**src/rtl/axis_block_unpacker_if.sv**
```systemverilog
// rtl/axis_block_unpacker_if.sv - cfg, FIFO read port and AXI-Stream output bundle of the block unpacker
interface axis_block_unpacker_if #(
  parameter int DATA_WIDTH = 128,
  parameter int WORD_WIDTH = 32,
  parameter int CNT_WIDTH  = 16
);
  logic [CNT_WIDTH-1:0]  cfg_blocks;
  logic                  cfg_valid;
  logic                  cfg_ready;
  logic [DATA_WIDTH-1:0] in_tdata;
  logic                  in_tvalid;
  logic                  in_tready;
  logic [WORD_WIDTH-1:0] m_axis_tdata;
  logic                  m_axis_tvalid;
  logic                  m_axis_tready;
  logic                  m_axis_tlast;
  logic                  busy;
  logic                  done;

  // Environment side: supplies cfg, FIFO data and downstream ready
  modport master (
    output cfg_blocks, cfg_valid, in_tdata, in_tvalid, m_axis_tready,
    input  cfg_ready, in_tready, m_axis_tdata, m_axis_tvalid, m_axis_tlast, busy, done
  );

  // Unpacker side
  modport slave (
    input  cfg_blocks, cfg_valid, in_tdata, in_tvalid, m_axis_tready,
    output cfg_ready, in_tready, m_axis_tdata, m_axis_tvalid, m_axis_tlast, busy, done
  );
endinterface

```
**src/rtl/axis_block_unpacker.sv**
```systemverilog
// rtl/axis_block_unpacker.sv - pops whole blocks from the FIFO and serialises them onto AXI-Stream words
module axis_block_unpacker #(
  parameter int DATA_WIDTH = 128,
  parameter int WORD_WIDTH = 32,
  parameter int CNT_WIDTH  = 16,
  parameter bit MSW_FIRST  = 1'b1
) (
  input  logic                 clk,
  input  logic                 reset,
  axis_block_unpacker_if.slave bus
);
  localparam int RATIO = DATA_WIDTH / WORD_WIDTH;
  localparam int WCW   = (RATIO > 1) ? $clog2(RATIO) : 1;

  typedef enum logic [1:0] {IDLE, FETCH, SEND} state_e;

  state_e                state_q;
  logic [DATA_WIDTH-1:0] shreg_q;
  logic [DATA_WIDTH-1:0] shreg_d;
  logic [DATA_WIDTH-1:0] shreg_adv;
  logic [WORD_WIDTH-1:0] word_out;
  logic [CNT_WIDTH-1:0]  blocks_left_q;
  logic [WCW-1:0]        word_cnt_q;
  logic                  done_q;
  logic                  last_word;
  logic                  last_block;

  // The outgoing word always sits at one end of the shift register; advancing
  // shifts the next word into that position.
  if (MSW_FIRST) begin : gen_msw
    assign word_out  = shreg_q[DATA_WIDTH-1 -: WORD_WIDTH];
    assign shreg_adv = {shreg_q[DATA_WIDTH-WORD_WIDTH-1:0], {WORD_WIDTH{1'b0}}};
  end else begin : gen_lsw
    assign word_out  = shreg_q[WORD_WIDTH-1:0];
    assign shreg_adv = {{WORD_WIDTH{1'b0}}, shreg_q[DATA_WIDTH-1:WORD_WIDTH]};
  end

  assign last_word  = (word_cnt_q == WCW'(RATIO - 1));
  assign last_block = (blocks_left_q == CNT_WIDTH'(1));

  // All outputs decode registered state only, so tvalid/tdata/tlast never
  // depend on tready within the same cycle.
  assign bus.cfg_ready     = (state_q == IDLE);
  assign bus.in_tready     = (state_q == FETCH);
  assign bus.busy          = (state_q != IDLE);
  assign bus.m_axis_tvalid = (state_q == SEND);
  assign bus.m_axis_tlast  = (state_q == SEND) && last_word && last_block;
  assign bus.m_axis_tdata  = word_out;
  assign bus.done          = done_q;

  // Next shift-register contents: load on FIFO pop, shift on a non-final word handshake
  always_comb begin
    shreg_d = shreg_q;
    if (state_q == FETCH && bus.in_tvalid) begin
      shreg_d = bus.in_tdata;
    end else if (state_q == SEND && bus.m_axis_tready && !last_word) begin
      shreg_d = shreg_adv;
    end
  end

  // Block/word sequencing FSM; a held word keeps its data until accepted
  always_ff @(posedge clk) begin
    if (reset) begin
      state_q       <= IDLE;
      shreg_q       <= '0;
      blocks_left_q <= '0;
      word_cnt_q    <= '0;
      done_q        <= 1'b0;
    end else begin
      done_q  <= 1'b0;
      shreg_q <= shreg_d;
      case (state_q)
        IDLE: begin
          if (bus.cfg_valid && bus.cfg_blocks != '0) begin
            blocks_left_q <= bus.cfg_blocks;
            state_q       <= FETCH;
          end
        end
        FETCH: begin
          if (bus.in_tvalid) begin
            word_cnt_q <= '0;
            state_q    <= SEND;
          end
        end
        SEND: begin
          if (bus.m_axis_tready) begin
            if (!last_word) begin
              word_cnt_q <= word_cnt_q + 1'b1;
            end else if (last_block) begin
              blocks_left_q <= '0;
              word_cnt_q    <= '0;
              done_q        <= 1'b1;
              state_q       <= IDLE;
            end else begin
              blocks_left_q <= blocks_left_q - 1'b1;
              state_q       <= FETCH;
            end
          end
        end
        default: state_q <= IDLE;
      endcase
    end
  end
endmodule

```
**src/flat_wrapper.sv**
```systemverilog
// flat-port wrapper written by rule: the top's interface ports become plain ports
module axis_block_unpacker_flat 
#(
  parameter int DATA_WIDTH = 128,
  parameter int WORD_WIDTH = 32,
  parameter int CNT_WIDTH  = 16,
  parameter bit MSW_FIRST  = 1'b1
)
  (clk, reset, bus_cfg_blocks, bus_cfg_valid, bus_in_tdata, bus_in_tvalid, bus_m_axis_tready, bus_cfg_ready, bus_in_tready, bus_m_axis_tdata, bus_m_axis_tvalid, bus_m_axis_tlast, bus_busy, bus_done);
  axis_block_unpacker_if #(.DATA_WIDTH(DATA_WIDTH), .WORD_WIDTH(WORD_WIDTH), .CNT_WIDTH(CNT_WIDTH)) bus_i ();
  input  logic clk;
  input  logic reset;
  input wire logic [$bits(bus_i.cfg_blocks)-1:0] bus_cfg_blocks;
  input wire logic [$bits(bus_i.cfg_valid)-1:0] bus_cfg_valid;
  input wire logic [$bits(bus_i.in_tdata)-1:0] bus_in_tdata;
  input wire logic [$bits(bus_i.in_tvalid)-1:0] bus_in_tvalid;
  input wire logic [$bits(bus_i.m_axis_tready)-1:0] bus_m_axis_tready;
  output wire logic [$bits(bus_i.cfg_ready)-1:0] bus_cfg_ready;
  output wire logic [$bits(bus_i.in_tready)-1:0] bus_in_tready;
  output wire logic [$bits(bus_i.m_axis_tdata)-1:0] bus_m_axis_tdata;
  output wire logic [$bits(bus_i.m_axis_tvalid)-1:0] bus_m_axis_tvalid;
  output wire logic [$bits(bus_i.m_axis_tlast)-1:0] bus_m_axis_tlast;
  output wire logic [$bits(bus_i.busy)-1:0] bus_busy;
  output wire logic [$bits(bus_i.done)-1:0] bus_done;
  assign bus_i.cfg_blocks = bus_cfg_blocks;
  assign bus_i.cfg_valid = bus_cfg_valid;
  assign bus_i.in_tdata = bus_in_tdata;
  assign bus_i.in_tvalid = bus_in_tvalid;
  assign bus_i.m_axis_tready = bus_m_axis_tready;
  assign bus_cfg_ready = bus_i.cfg_ready;
  assign bus_in_tready = bus_i.in_tready;
  assign bus_m_axis_tdata = bus_i.m_axis_tdata;
  assign bus_m_axis_tvalid = bus_i.m_axis_tvalid;
  assign bus_m_axis_tlast = bus_i.m_axis_tlast;
  assign bus_busy = bus_i.busy;
  assign bus_done = bus_i.done;
  axis_block_unpacker #(.DATA_WIDTH(DATA_WIDTH), .WORD_WIDTH(WORD_WIDTH), .CNT_WIDTH(CNT_WIDTH), .MSW_FIRST(MSW_FIRST)) u_core (.clk(clk), .reset(reset), .bus(bus_i));
endmodule
```
**config.mk**
```make
export PLATFORM = sky130hd
export DESIGN_NAME = axis_block_unpacker_flat
export DESIGN_NICKNAME = d
export VERILOG_FILES = /design/src/rtl/axis_block_unpacker_if.sv /design/src/rtl/axis_block_unpacker.sv /design/src/flat_wrapper.sv
export SDC_FILE = /design/constraint.sdc
export NUM_CORES = 1
export LEC_CHECK = 0
export ABC_CLOCK_PERIOD_IN_PS = 5900
export BUFFER_PORTS_ARGS = -buffer_cell sky130_fd_sc_hd__buf_4
export CAP_MARGIN = 25
export CELL_PAD_IN_SITES_DETAIL_PLACEMENT = 1
export CELL_PAD_IN_SITES_GLOBAL_PLACEMENT = 2
export CORE_ASPECT_RATIO = 0.7
export CORE_UTILIZATION = 32
export CTS_BUF_LIST = sky130_fd_sc_hd__clkbuf_4 sky130_fd_sc_hd__clkbuf_8 sky130_fd_sc_hd__clkbuf_16
export DETAILED_ROUTE_END_ITERATION = 6
export PLACE_DENSITY_LB_ADDON = 0.1
export SKIP_CTS_REPAIR_TIMING = 1
export SYNTH_ARGS = -nofsm -noshare
export SYNTH_HDL_FRONTEND = slang
export SYNTH_SLANG_ARGS = --single-unit
```
**constraint.sdc**
```tcl
create_clock -name clk -period 5.9 [get_ports clk]
set_clock_uncertainty 0.15 [all_clocks]
set_input_delay 0.295 -clock clk [delete_from_list [all_inputs] [get_ports clk]]
set_output_delay 0.295 -clock clk [all_outputs]
set_load 0.005 [all_outputs]
```
# [Word-level counts from Yosys, hierarchy flattened]
# Cells that the tools add are included.
[op_classes] n_mux=19 n_addsub=2 reduce_logical=17 eq_ne=9 n_bitwise=3
[ops] operator="2-to-1 mux 128 bit" count=2
[ops] operator="2-to-1 mux 16 bit" count=4
[ops] operator="one-hot mux 16 bit (2 select lines)" count=1
[ops] operator="== test 16 x 1 -> 1 bit, second input constant" count=1
[ops] operator="2-to-1 mux 2 bit" count=8
[ops] operator="nonzero test 16 bit" count=1
[ops] operator="subtractor 16 x 1 -> 16 bit, second input constant" count=1
[ops] operator="AND reduction 4 bit" count=3
[ops] operator="nonzero test 2 bit" count=4
[ops] operator="logical AND 1 bit" count=6
[ops] operator="one-hot mux 2 bit (3 select lines)" count=1
[ops] operator="== test 2 bit, second input constant" count=2
[ops] operator="!= test 2 x 1 -> 1 bit, second input constant" count=2
[ops] operator="!= test 2 bit, second input constant" count=2
[ops] operator="one-hot mux 2 bit (2 select lines)" count=1
[ops] operator="OR reduction 4 bit" count=1
[ops] operator="!= test 3 bit, second input constant" count=1
[ops] operator="inverter 1 bit" count=3
[ops] operator="adder 2 x 1 -> 2 bit, second input constant" count=1
[ops] operator="== test 2 x 1 -> 1 bit, second input constant" count=1
[ops] operator="zero test 2 bit" count=1
[ops] operator="2-to-1 mux 1 bit" count=2
[ops] operator="zero test 1 bit" count=1
[totals] elab_cells=55 regBits=149 output_inout_bits=38 in_bits=149

# [Logic depth before layout (Yosys ltp)]
[logic_depth] ltp_word=5 depth_mapped=9 depth_no_buf=7

# [Worst setup path before layout]
# No wires, ideal clock.
[synth_path] kind="input to register" start="in bus_cfg_blocks[6]" end="reg u_core.blocks_left_q[0]" setup_ns=0.079 setup_slack_ns=3.845 t_required_ns=5.671 path_buffers=1 stages=6 arrival_ns=1.826 cell_sequence="or4_4 > o41ai_4 > o22a_4 > buf_8 > a211oi_1 > a211oi_2"
[synth_via] elab_chain_cells=4
[synth_lines] item="start: declaration" line_no="flat_wrapper.sv:13" text="input wire logic [$bits(bus_i.cfg_blocks)-1:0] bus_cfg_blocks;"
[synth_lines] item="nonzero test 16 bit" line_no="axis_block_unpacker.sv:74" text="if (bus.cfg_valid && bus.cfg_blocks != '0) begin"
[synth_lines] item="logical AND 1 bit" line_no="axis_block_unpacker.sv:74"
[synth_lines] item="!= test 2 x 1 -> 1 bit (no line)"
[synth_lines] item="AND reduction 4 bit (no line)"
[synth_lines] item="end signal: assignment" line_no="axis_block_unpacker.sv:75" text="blocks_left_q <= bus.cfg_blocks;"
[synth_lines] item="end signal: assignment" line_no="axis_block_unpacker.sv:95" text="blocks_left_q <= blocks_left_q - 1'b1;"
[synth_lines] item="end: declaration" line_no="axis_block_unpacker.sv:22" text="logic [CNT_WIDTH-1:0] blocks_left_q;"
# Every way passes these cells.
# A chain may end at the register's enable or synchronous reset.

# [Worst setup path in the final report]
[layout_path] start="reg u_core.blocks_left_q[1]" end="out bus_m_axis_tlast"
[layout_via] elab_chain_cells=2
[layout_lines] item="== test 16 x 1 -> 1 bit" line_no="axis_block_unpacker.sv:39" text="assign last_block = (blocks_left_q == CNT_WIDTH'(1));"
[layout_lines] item="logical AND 1 bit" line_no="axis_block_unpacker.sv:47" text="assign bus.m_axis_tlast = (state_q == SEND) && last_word && last_block;"
[layout_lines] item="end: declaration" line_no="flat_wrapper.sv:22" text="output wire logic [$bits(bus_i.m_axis_tlast)-1:0] bus_m_axis_tlast;"
# Every way passes these cells.

==> impl_metrics.xml <==
<?xml version="1.0" encoding="UTF-8"?>
<metrics>
  <group name="sta">
    <metric name="timing.final.crit_period" unit="ps">3077</metric>
    <metric name="setup_total_negative_slack" unit="ps">0</metric>
    <metric name="setup_violations" unit="">0</metric>
    <metric name="grt_setup_unrepaired" unit="">no</metric>
    <metric name="timing.final.crit_share" unit="%">52.16</metric>
    <metric name="timing_hold_violations_final" unit="">20</metric>
    <metric name="final-max-slew-violation-count" unit="">0</metric>
    <metric name="slew-limit-headroom" unit="%">35.97</metric>
    <metric name="hold_slack" unit="ps">-21.30</metric>
    <metric name="timing_worst_slew_pin_value" unit="ps">960.4</metric>
    <metric name="achievable-frequency" unit="MHz">324.9</metric>
  </group>
  <group name="cells_and_area">
    <metric name="most-common-layout-cells" unit="">209 x sky130_fd_sc_hd__nand2_1, 190 x sky130_fd_sc_hd__buf_4, 149 x sky130_fd_sc_hd__dfxtp_1, 142 x sky130_fd_sc_hd__nor2_1, 97 x sky130_fd_sc_hd__a311oi_1</metric>
    <metric name="antennaDiodeCount" unit="">0</metric>
    <metric name="finish.instance_area" unit="sq um">8956</metric>
    <metric name="post-route-util" unit="%">42.92</metric>
    <metric name="area_growth_syn_to_layout" unit="%">30.53</metric>
    <metric name="final-instance-count-excl-fill" unit="">1278</metric>
    <metric name="layout-drive-gt1-share" unit="%">24.25</metric>
    <metric name="design.final.nets" unit="">1141</metric>
    <metric name="final_common_cell" unit="">sky130_fd_sc_hd__nand2_1</metric>
  </group>
  <group name="detailed_routing">
    <metric name="drt_wl_total" unit="mm">23.64</metric>
    <metric name="num_vias" unit="">6671</metric>
    <metric name="average_detailed_routed_wire_length_per_instance" unit="microns">18.49</metric>
    <metric name="antenna_left" unit="">0</metric>
    <metric name="initialDrtViolationCount" unit="">467</metric>
    <metric name="drt_pre_antenna_iters" unit="">5</metric>
    <metric name="remaining_drc_errors" unit="">0</metric>
    <metric name="viasPerCell" unit="">5.220</metric>
  </group>
  <group name="placement">
    <metric name="dp.cells" unit="">1220</metric>
    <metric name="detailed_place.area" unit="sq um">8085</metric>
    <metric name="gp_congestion" unit="">0.8769</metric>
    <metric name="buffer_ports.inserted" unit="">186</metric>
    <metric name="hpwlAfterDp" unit="mm">16.81</metric>
  </group>
  <group name="die">
    <metric name="die-area" unit="sq um">22040</metric>
    <metric name="die_h" unit="microns">124.5</metric>
    <metric name="start_util" unit="%">32.89</metric>
    <metric name="fp.coreArea" unit="sq um">20870</metric>
    <metric name="pin_count" unit="">187</metric>
    <metric name="die_width" unit="microns">177.0</metric>
    <metric name="floorplan.rows" unit="">44</metric>
  </group>
  <group name="synthesis">
    <metric name="sequential_fraction_of_the_synthesis_area" unit="%">43.47</metric>
    <metric name="synth.lib_cells_used.distinct" unit="">53</metric>
    <metric name="synth-compound-area-share" unit="%">21.83</metric>
    <metric name="xor_and_xnor_fraction_of_the_mapped_netlist_area" unit="%">0.3829</metric>
    <metric name="syn_inst" unit="">860</metric>
    <metric name="main_flop_type_after_synthesis" unit="">sky130_fd_sc_hd__dfxtp_1</metric>
    <metric name="synth_simple_gate_area_share" unit="%">24.18</metric>
    <metric name="number_of_enable_flip_flop_cells_after_synthesis" unit="">0</metric>
    <metric name="adder_cell_share_of_the_synthesized_area" unit="%">0.5470</metric>
    <metric name="postSynthRegisterBits" unit="">149</metric>
    <metric name="synthMuxAreaShare" unit="%">0.4376</metric>
    <metric name="synth_top_family_by_area" unit="">simple AND/OR/NAND/NOR gates</metric>
    <metric name="async_reset_ff_share" unit="%">0</metric>
    <metric name="synth_warnings" unit="">0</metric>
    <metric name="synthesis.area_per_instance" unit="sq um">7.979</metric>
    <metric name="syn_nets" unit="">1012</metric>
    <metric name="mappedNetlistArea" unit="sq um">6862</metric>
  </group>
  <group name="global_route">
    <metric name="total_routing_usage_reported_by_global_routing" unit="%">21.15</metric>
    <metric name="initial_antenna_violation_count" unit="">0</metric>
    <metric name="first_global_vias" unit="">6463</metric>
    <metric name="first_pass_grt_wire_length" unit="mm">36.22</metric>
    <metric name="grt-ovfl-total" unit="">0</metric>
    <metric name="maximum_number_of_pins_on_one_net_before_global_route_repair" unit="">120</metric>
  </group>
  <group name="clock_network">
    <metric name="cts_tree" unit="">yes</metric>
    <metric name="worst_setup_hold_path_clk_slew" unit="ps">70</metric>
    <metric name="insertion_delay" unit="ps">420</metric>
    <metric name="tritoncts_num_sinks" unit="">149</metric>
    <metric name="worst_case_clock_buffer_depth" unit="">2</metric>
    <metric name="cts_inserted_buffers" unit="">17</metric>
    <metric name="clock_tree.root_cell" unit="">sky130_fd_sc_hd__clkbuf_16</metric>
    <metric name="cts.htree.levels" unit="">4</metric>
  </group>
  <group name="setup_path">
    <metric name="worstPathArrival" unit="ps">2630</metric>
    <metric name="r2r-start" unit="">u_core.state_q[0]</metric>
    <metric name="crit_path_cell_trace" unit="">inv_1, ha_1, nor3b_1, and4_1, and3_1, buf_4</metric>
    <metric name="critical_path.slowest_cell" unit="">sky130_fd_sc_hd__and4_1</metric>
    <metric name="crit_fanout" unit="">10</metric>
    <metric name="worst_setup_path_start_kind" unit="">register</metric>
    <metric name="critPathCaptureType" unit="">output port</metric>
    <metric name="worst_setup_path_startpoint" unit="">u_core.blocks_left_q[1]</metric>
    <metric name="critical-path-max-stage-delay" unit="ps">610</metric>
    <metric name="setup_cp_type" unit="">reg2out</metric>
    <metric name="critPathRequiredTime" unit="ps">5450</metric>
  </group>
  <group name="power">
    <metric name="ir_drop" unit="uV">178.4</metric>
    <metric name="power.density" unit="nW/um^2">297.1</metric>
    <metric name="cellLeakagePower" unit="nW">3.325</metric>
  </group>
  <group name="worst_hold_path">
    <metric name="worstHoldPathType" unit="">in2reg</metric>
    <metric name="hold_start" unit="">bus_in_tdata[22]</metric>
  </group>
  <group name="run_status">
    <metric name="violations" unit="">negative hold slack</metric>
    <metric name="outcome" unit="">finished with violations</metric>
  </group>
  <group name="flow_run">
    <metric name="cap_viol_max_count" unit="">0</metric>
  </group>
</metrics>
synth_stat cells (4+ instances only):
library cell	number	area [sq um]
sky130_fd_sc_hd__o32ai_1	5	43.79
sky130_fd_sc_hd__nor3_1	10	50.05
sky130_fd_sc_hd__buf_6	6	67.56
sky130_fd_sc_hd__a211oi_1	4	30.03
sky130_fd_sc_hd__nor4_1	6	37.54
sky130_fd_sc_hd__o21ai_0	4	20.02
sky130_fd_sc_hd__or4_1	4	30.03
sky130_fd_sc_hd__a311oi_1	97	849.6
sky130_fd_sc_hd__a21oi_1	14	70.07
sky130_fd_sc_hd__clkbuf_1	64	240.2
sky130_fd_sc_hd__a22oi_1	33	247.7
sky130_fd_sc_hd__nand2_1	211	792.0
sky130_fd_sc_hd__inv_1	10	37.54
sky130_fd_sc_hd__dfxtp_1	149	2983
sky130_fd_sc_hd__nor2_1	142	533.0
sky130_fd_sc_hd__nand2b_1	4	25.02
sky130_fd_sc_hd__buf_4	32	240.2
final cells by class:
cell class	count	area (sq um)
clock buffers	18	432.9
fillers	2514	11910
multi-input cells	594	3273
inverters	10	37.54
repair buffers	217	1742
flip-flops and latches	149	2983
well taps	276	345.3
clock inverters	14	142.6
state kept, by name, indices dropped and copies added, names as in the netlist:
signal                count
u_core.blocks_left_q     16
u_core.bus.done           1
u_core.shreg_q          128
u_core.word_cnt_q         2
u_core.state_q            2
metal layers:
layer,track usage (%),part of all wire [%],vias to the layer above
met1,33.44,54,3178
met4,5.629,1.3,0
li1,-,-,3280
met5,0,0,-
met3,3.938,5.5,22
met2,28.35,39,191
power by group:
| group | internal (mW) | switching, mW |
|---|---|---|
| logic | 0.206 | 0.248 |
| clock network | 0.598 | 0.475 |
| registers | 1.08 | 0.0552 |
final timing paths:
kind | to | slack (ps) | cells past startpoint
min reg2reg | u_core.blocks_left_q[15] | 330 | 2
max reg2reg | u_core.shreg_q[81] | 2880 | 7
max | bus_m_axis_tlast | 2820 | 6
min | u_core.shreg_q[22] | -20 | 3
logic make-up after synthesis:
| logic type | after synthesis |
|---|---|
| buffers and inverters | 117 |
| multiplexers | 3 |
| XOR/XNOR | 3 |
| flip-flops | 149 |
| adder cells (fa/ha/maj) | 3 |
| AND/OR/NAND/NOR | 403 |
| AO/OA/AOI/OAI | 182 |
per-stage QoR:
| step | setup slack, ps | power, mW | hold WS (ps) |
|---|---|---|---|
| finish | 2823 | 2.661 | -21.30 |
| global route | 2615 | 2.782 | 0.4371 |
| CTS | 2421 | 2.664 | -41.26 |
| detailed placement | 2425 | 1.593 | 318.4 |
| global placement | 2580 | 1.575 | 313.7 |
| floorplan | 3845 | 1.413 | 291.9 |
critical path: cells and delay by family (launching register included):
| family | cells | cell delay, ps |
|---|---|---|
| DFF | 1 | 360 |
| and+or+nand+nor | 3 | 1420 |
| adders and majority gates | 1 | 170 |
| buffers and inverters | 2 | 260 |
Power figures use the tool's default switching activity.
